File: config.mk
export PLATFORM = sky130hd
export DESIGN_NAME = mirfak_divider
export DESIGN_NICKNAME = d
export VERILOG_FILES = /design/src/rtl/mirfak_divider.sv
export SDC_FILE = /design/constraint.sdc
export NUM_CORES = 1
export LEC_CHECK = 0
export ABC_AREA = 1
export CAP_MARGIN = 20
export CORE_ASPECT_RATIO = 1.1
export CORE_MARGIN = 2
export CORE_UTILIZATION = 50
export DETAILED_ROUTE_END_ITERATION = 6
export HOLD_SLACK_MARGIN = 0.02
export PLACE_DENSITY = 0.7
export SLEW_MARGIN = 30
export SYNTH_ARGS = -nofsm -noshare
export SYNTH_HDL_FRONTEND = slang
export SYNTH_SLANG_ARGS = --single-unit
export TNS_END_PERCENT = 50
File: constraint.sdc
create_clock -name clk_i -period 4.5 [get_ports clk_i]
set_clock_uncertainty 0.1 [all_clocks]
set_input_delay 0.9 -clock clk_i [delete_from_list [all_inputs] [get_ports clk_i]]
set_output_delay 0.9 -clock clk_i [all_outputs]
set_load 0.02 [all_outputs]
File: src/rtl/mirfak_divider.sv
// Multi-cycle radix-2 restoring divider for RV32M DIV/DIVU/REM/REMU in the EX stage.
// Stalls the pipeline through busy_o and holds its result until the EX/WB register takes it.
module mirfak_divider #(
    parameter bit FAST_SPECIAL = 1'b1
) (
    input  logic        clk_i,
    input  logic        rst_ni,
    input  logic        div_op_i,
    input  logic [1:0]  div_type_i,
    input  logic [31:0] dividend_i,
    input  logic [31:0] divisor_i,
    input  logic        ex_enable_i,
    input  logic        kill_i,
    output logic        busy_o,
    output logic [31:0] result_o,
    output logic        done_o
);

    typedef enum logic [1:0] {
        IDLE = 2'd0,
        CALC = 2'd1,
        DONE = 2'd2
    } state_t;

    state_t      state_q, state_d;
    logic        is_rem_q;
    logic        neg_quo_q;
    logic        neg_rem_q;
    logic        div_zero_q;
    logic [31:0] divisor_q;
    logic [31:0] rem_q;
    logic [31:0] quo_q;
    logic [31:0] result_q;
    logic [4:0]  count_q;

    logic        start;
    logic        is_signed;
    logic        div_zero_in;
    logic        overflow_in;
    logic        fast_hit;
    logic [31:0] dividend_abs;
    logic [31:0] divisor_abs;
    logic [31:0] special_result;
    logic [32:0] shifted;
    logic [32:0] diff;
    logic [31:0] rem_step;
    logic [31:0] quo_step;
    logic [31:0] quo_fix;
    logic [31:0] rem_fix;
    logic [31:0] final_result;

    assign start        = div_op_i && !kill_i;
    assign is_signed    = !div_type_i[0];
    assign div_zero_in  = (divisor_i == 32'd0);
    assign overflow_in  = is_signed && (dividend_i == 32'h8000_0000) && (divisor_i == 32'hFFFF_FFFF);
    assign fast_hit     = FAST_SPECIAL && (div_zero_in || overflow_in);
    assign dividend_abs = (is_signed && dividend_i[31]) ? -dividend_i : dividend_i;
    assign divisor_abs  = (is_signed && divisor_i[31])  ? -divisor_i  : divisor_i;

    always_comb begin
        special_result = 32'd0;
        if (div_type_i[1]) begin
            special_result = div_zero_in ? dividend_i : 32'd0;
        end else begin
            special_result = div_zero_in ? 32'hFFFF_FFFF : 32'h8000_0000;
        end
    end

    // One restoring step: a zero divisor naturally yields all-ones quotient and |dividend| remainder.
    assign shifted  = {rem_q, quo_q[31]};
    assign diff     = shifted - {1'b0, divisor_q};
    assign rem_step = diff[32] ? shifted[31:0] : diff[31:0];
    assign quo_step = {quo_q[30:0], !diff[32]};

    assign quo_fix      = (neg_quo_q && !div_zero_q) ? -quo_step : quo_step;
    assign rem_fix      = neg_rem_q ? -rem_step : rem_step;
    assign final_result = is_rem_q ? rem_fix : quo_fix;

    always_ff @(posedge clk_i) begin
        if (!rst_ni) begin
            state_q <= IDLE;
        end else begin
            state_q <= state_d;
        end
    end

    always_comb begin
        state_d = state_q;
        case (state_q)
            IDLE: begin
                if (start) begin
                    state_d = fast_hit ? DONE : CALC;
                end
            end
            CALC: begin
                if (count_q == 5'd0) begin
                    state_d = DONE;
                end
            end
            DONE: begin
                if (ex_enable_i) begin
                    state_d = IDLE;
                end
            end
            default: state_d = IDLE;
        endcase
        if (kill_i) begin
            state_d = IDLE;
        end
    end

    always_ff @(posedge clk_i) begin
        if (!rst_ni) begin
            is_rem_q   <= 1'b0;
            neg_quo_q  <= 1'b0;
            neg_rem_q  <= 1'b0;
            div_zero_q <= 1'b0;
            divisor_q  <= 32'd0;
            rem_q      <= 32'd0;
            quo_q      <= 32'd0;
            result_q   <= 32'd0;
            count_q    <= 5'd0;
        end else begin
            case (state_q)
                IDLE: begin
                    if (start) begin
                        is_rem_q   <= div_type_i[1];
                        neg_quo_q  <= is_signed && (dividend_i[31] ^ divisor_i[31]);
                        neg_rem_q  <= is_signed && dividend_i[31];
                        div_zero_q <= div_zero_in;
                        divisor_q  <= divisor_abs;
                        quo_q      <= dividend_abs;
                        rem_q      <= 32'd0;
                        count_q    <= 5'd31;
                        if (fast_hit) begin
                            result_q <= special_result;
                        end
                    end
                end
                CALC: begin
                    if (!kill_i) begin
                        rem_q   <= rem_step;
                        quo_q   <= quo_step;
                        count_q <= count_q - 5'd1;
                        if (count_q == 5'd0) begin
                            result_q <= final_result;
                        end
                    end
                end
                default: ;
            endcase
        end
    end

    // Combinational so the stall lands in the very cycle the divide enters EX.
    assign busy_o   = div_op_i && !kill_i && (state_q != DONE);
    assign done_o   = (state_q == DONE);
    assign result_o = result_q;

endmodule

Word-level counts from Yosys, hierarchy flattened --
Cells that the tools add are included. W data, S select, Z words.
Cells by class: bitwise gates (word level) 2, mux-type cells 28, reductions and logical operators 22, equal/unequal tests 10, add/sub/neg operators 6
Operators by type and width (count):
- $mux W32 | 16
- $pmux W32 S2 | 3
- $neg A32 Y32 | 4
- $eq A32 B32 Y1 const B | 2
- $sub A33 B32 Y33 | 1
- $logic_not A32 Y1 | 1
- $mux W31 | 1
- $ne A2 B2 Y1 const B | 6
- $mux W5 | 2
- $pmux W5 S2 | 1
- $logic_and A1 B1 Y1 | 8
- $mux W2 | 4
- $pmux W2 S3 | 1
- $reduce_and A3 Y1 | 2
- $logic_not A5 Y1 | 1
- $reduce_and A5 Y1 | 1
- $sub A5 B1 Y5 const B | 1
- $logic_not A1 Y1 | 4
- $eq A2 B1 Y1 const B | 1
- $eq A2 B2 Y1 const B | 1
- $logic_not A2 Y1 | 1
- $reduce_and A2 Y1 | 1
- $reduce_bool A2 Y1 | 1
- $reduce_or A2 Y1 | 1
- other kinds (3) | 3
Storage, ports and cells: register bits 139, output and inout port bits 34, input port bits 71, logic and storage cells 78

Logic depth before layout (Yosys ltp) --
depth after elaboration 8, mapped depth 32, depth with buffers taken out 31

Worst setup path after synthesis --
Ideal clock, no wire load.
kind reg-to-reg, from register quo_q[31], to register result_q[30] (netlist: result_o[30]), period minus slack after synthesis 3.926 ns, path buffers 1, data required time 4.281 ns, setup slack 0.574 ns, cell stages (with the launch flop) 32, library setup time 0.119 ns, arrival 3.707 ns, cells stage by stage dfxtp_1 -> inv_1 -> ha_1 -> inv_1 -> fa_1 -> nand2_1 -> nand2_1 -> nand3_1 -> nand2_2 -> nand2_1 -> nand2_2 -> nand2_4 -> nand3_4 -> nand2_8 -> buf_4 -> ha_1 -> nand3_1 -> nor3_1 -> nand2_1 -> nor2_1 -> nand3_1 -> nor2_1 -> inv_1 -> nor3_2 -> nand3_1 -> nand2_1 -> o21ai_0 -> o21ai_0 -> a21o_1 -> nand2_1 -> nand2_1 -> a21oi_1
Between the ends: longest elaborated chain between the ends 8, elaborated cells between the ends (all ways) 11, those cells by class add/sub (3); mux (7); reduce/logical (1)
RTL lines:
- from (decl) | RTL line 32 | logic [31:0] quo_q;
- from (signal assigned) | RTL line 132 | quo_q <= dividend_abs;
- from (signal assigned) | RTL line 143 | quo_q <= quo_step;
- $sub A33 B32 Y33 | RTL line 71 | assign diff = shifted - {1'b0, divisor_q};
- $mux W32 or $logic_not A1 Y1 (tied branches) | RTL line 72, 73
- $neg A32 Y32, on equally long branches | RTL line 76, 75
- $mux W32, on equally long branches | RTL line 76, 75
- $mux W32 * | RTL line 77 | assign final_result = is_rem_q ? rem_fix : quo_fix;
- $mux W32 * | RTL line 145 | if (count_q == 5'd0) begin
- $mux W32 * | RTL line 141 | if (!kill_i) begin
- $pmux W32 S2 * | RTL line 124 | case (state_q)
- to (signal assigned) | RTL line 136 | result_q <= special_result;
- to (signal assigned) | RTL line 146 | result_q <= final_result;
- to (decl) | RTL line 33 | logic [31:0] result_q;
Every way passes the cells marked *; elsewhere a longest branch is shown, timed or not. The select of a mux whose other input is x is not followed. A chain may end at the register's enable or synchronous reset.

Final worst setup path --
from register quo_q[31], to register result_q[31] (netlist: result_o[31])
Same word-level chain as after synthesis.

==> results.yml <==
clocking:
  clkTransAtPathRegs_ns: 0.07
  root_buffer: "clkbuf_16"
  cts_max_path_buffers: 2
  cts_tree: "done"
  ctsHoldBuffers: 0
  insertion_delay_ns: 0.44
  cts_buffers: 17
  clkSinkCount: 139
  ctsHtreeMaxLevel: 4
power:
  p_int_mw: 2.42
  clkPwrFrac_pct: 37.5
  swShare_pct: 35.8
  switchingPower_mw: 1.35
  p_comb_share_pct: 27.2
  power.leakage_nw: 6.82
  powerDensity_nw_per_um2: 263
  seqPwrFrac_pct: 35.3
  ir_drop_uv: 220
sta:
  finalCritPeriodShare_pct: 90.5
  relSlewSlack_pct: 40.8
  finalMaxSlewViolations: 0
  fin_setup_tns_ns: 0
  worst_hold_slack_ns: 0.367
  final_hold_viol_count: 0
  setup_viol: 0
  max_freq_ghz: 0.246
  worstMarginPinSlew_ns: 0.888
  rsz0062_at_grt: "no"
  min_period_ns: 4.07
setup_path:
  worst_path_largest_cell_delay_ns: 0.48
  crit_top_cell: "nand2_1"
  critPathBufInv: 3
  reg2reg_to: "result_o[31]"
  start_kind: "flip-flop"
  crit_arrival_ns: 4.34
  rr_worst_depth: 26
  path_class: "reg -> reg"
  crit_path_end_kind: "flip-flop"
  cp_top_family: "simple AND/OR/NAND/NOR gates"
  slowest_stage: "o21ai_0"
  r2r_slack_ns: 0.43
  reg2reg_from: "quo_q[31]"
  worstPathMaxFanout: 13
  cp.required_ns: 4.77
floorplanning:
  start_util_pct: 50.9
  rows: 60
  die-area_um2: 26200
  io_pins: 105
  die_w_um: 154
  coreArea_um2: 24500
  die_h_um: 170
global_route:
  grt_max_degree: 82
  grt_pass1_vias: 13200
  grt_pass1_wl_um: 68800
  grt.total_usage_pct: 32.9
  grt-ovfl-total: 0
  antenna_found_initial: 0
synthesis:
  synth_area_um2: 12500
  ys_seq_elements: 139
  synth_nets: 2267
  synth-edff-count: 0
  yosysMostFrequentCell: "nand2_1"
  yosys_most_used_dff: "dfxtp_1"
  yosysWarningCount: 0
  synthTopCellsByArea: "dfxtp_1 22%, nand2_1 19%, a21oi_1 8.6%"
  synthCells: 2156
  syn_avg_cell_area_um2: 5.78
  yosysUniqueCellTypes: 59
  async_flop_share_pct: 0
  seq_area_frac_synth_pct: 22.3
  synthTopCellsByCount: "617 x nand2_1, 267 x inv_1, 213 x a21oi_1, 213 x nor2_1, 145 x o21ai_0"
  synth_area_leader_cell: "dfxtp_1"
  yosys.area.top_type_share_pct: 22.3
routing:
  viasPerCell: 5.56
  dr_total_vias: 14100
  first_pass_iters: 7
  drc: 0
  drtIter0Drc: 1177
  wl_per_cell_um: 16.9
  ant_nets: 0
  wirelength_um: 43100
layout:
  drive_above_1_share_pct: 7.21
  multi_input_area_um2: 8280
  final_core_util_pct: 58.6
  synthToLayoutAreaGrowth_pct: 15.1
  seq_area_um2: 2780
  fin_nets: 2332
  antennaDiodeCount: 0
  n_fill_cell: 2528
worst_hold_path:
  hold_path_class: "reg -> reg"
  hold_path_startpoint: "result_o[25]"
  min_to: "result_o[25]"
  hold_depth: 2
placed_design:
  dp_hpwl_um: 33100
  port_buffers: 104
  gp_congestion: 0.957
status:
  outcome: "finished clean"
job:
  max-cap-violations: 0
[state kept, by name (all words and copies together), names as in the netlist]
name,flops
count_q,5
div_zero_q,1
divisor_q,32
is_rem_q,1
neg_quo_q,1
neg_rem_q,1
quo_q,32
rem_q,32
result_o,32
state_q,2
[worst max path at each step]
stage | cells past startpoint | endpoint | slack [ns] | startpoint
2_1_floorplan | 31 | result_o[30] | 0.57 | quo_q[31]
3_3_place_gp | 17 | divisor_q[25] | 0.25 | divisor_i[1]
3_5_place_dp | 30 | result_o[24] | 0.24 | quo_q[31]
4_1_cts | 30 | result_o[24] | 0.20 | quo_q[31]
5_1_grt | 30 | result_o[24] | 0.01 | quo_q[31]
6_report | 26 | result_o[31] | 0.43 | quo_q[31]
[worst min-delay path: stages, from the launching register on]
cell	delay (ns)
dfxtp_1	0.31
nand2_1	0.06
a21oi_1	0.05
[timing repair]
action	CTS	global route
endpoints found under the setup margin	0	6
endpoints found under the hold margin	0	0
resized for setup	0	9
setup buffers	0	4
[power groups by stage]
stage                     clock (mW)  combinational, mW  sequential (mW)
after floorplan                    0              0.679             1.35
after global placement             0              0.989             1.36
after detailed placement           0              0.993             1.36
after CTS                       1.43               1.00             1.33
after global routing            1.48               1.15             1.34
final                           1.42               1.03             1.33
[stage by stage]
| step | cells | instance area, um^2 | setup WS (ns) | total power, mW |
|---|---|---|---|---|
| 3_5_place_dp | 2508 | 13700 | 0.239 | 2.35 |
| 4_1_cts | 2539 | 14300 | 0.202 | 3.76 |
| 2_1_floorplan | 2156 | 12500 | 0.574 | 2.03 |
| 3_3_place_gp | 2508 | 13700 | 0.245 | 2.34 |
| 5_1_grt | 2543 | 14300 | 0.00965 | 3.96 |
| 6_report | 2543 | 14300 | 0.427 | 3.78 |
[cell families after synthesis]
kind of cell    Yosys count  synth area share (%)
flops                   139                  22.3
compound gates          459                  20.5
xor+xnor                 53                  3.73
simple gates           1098                  37.8
fa+ha+maj                40                  4.08
buf+inv                 367                  11.6
[metal layers]
layer / track usage (%) / up-vias / part of all wire (%)
met5: 0 / - / 0
met4: 14.3 / 0 / 4.1
met3: 3.63 / 84 / 5.4
met2: 56.4 / 475 / 47
met1: 41.9 / 6452 / 43
li1: - / 7132 / -
[layout make-up]
cell class | count | share of cell area [%]
well taps | 310 | 2.71
multi-input cells | 1650 | 57.8
clock inverters | 13 | 0.925
flip-flops and latches | 139 | 19.4
clock buffers | 18 | 3.06
inverters | 278 | 7.28
repair buffers | 135 | 8.85
[layout by cell type (no fill, tap or decap), types with 20 or more instances in the layout]
master           instances
nand3_1                126
a21oi_1                213
nor3_1                  30
clkdlybuf4s50_1        103
nor2_1                 208
xnor2_1                 20
o21ai_0                144
ha_1                    39
nand2_1                615
buf_4                   31
dfxtp_1                139
nand4_1                 21
nand2_2                 35
xor2_1                  33
inv_1                  264
Note: power is estimated with default switching activity, not from simulation.
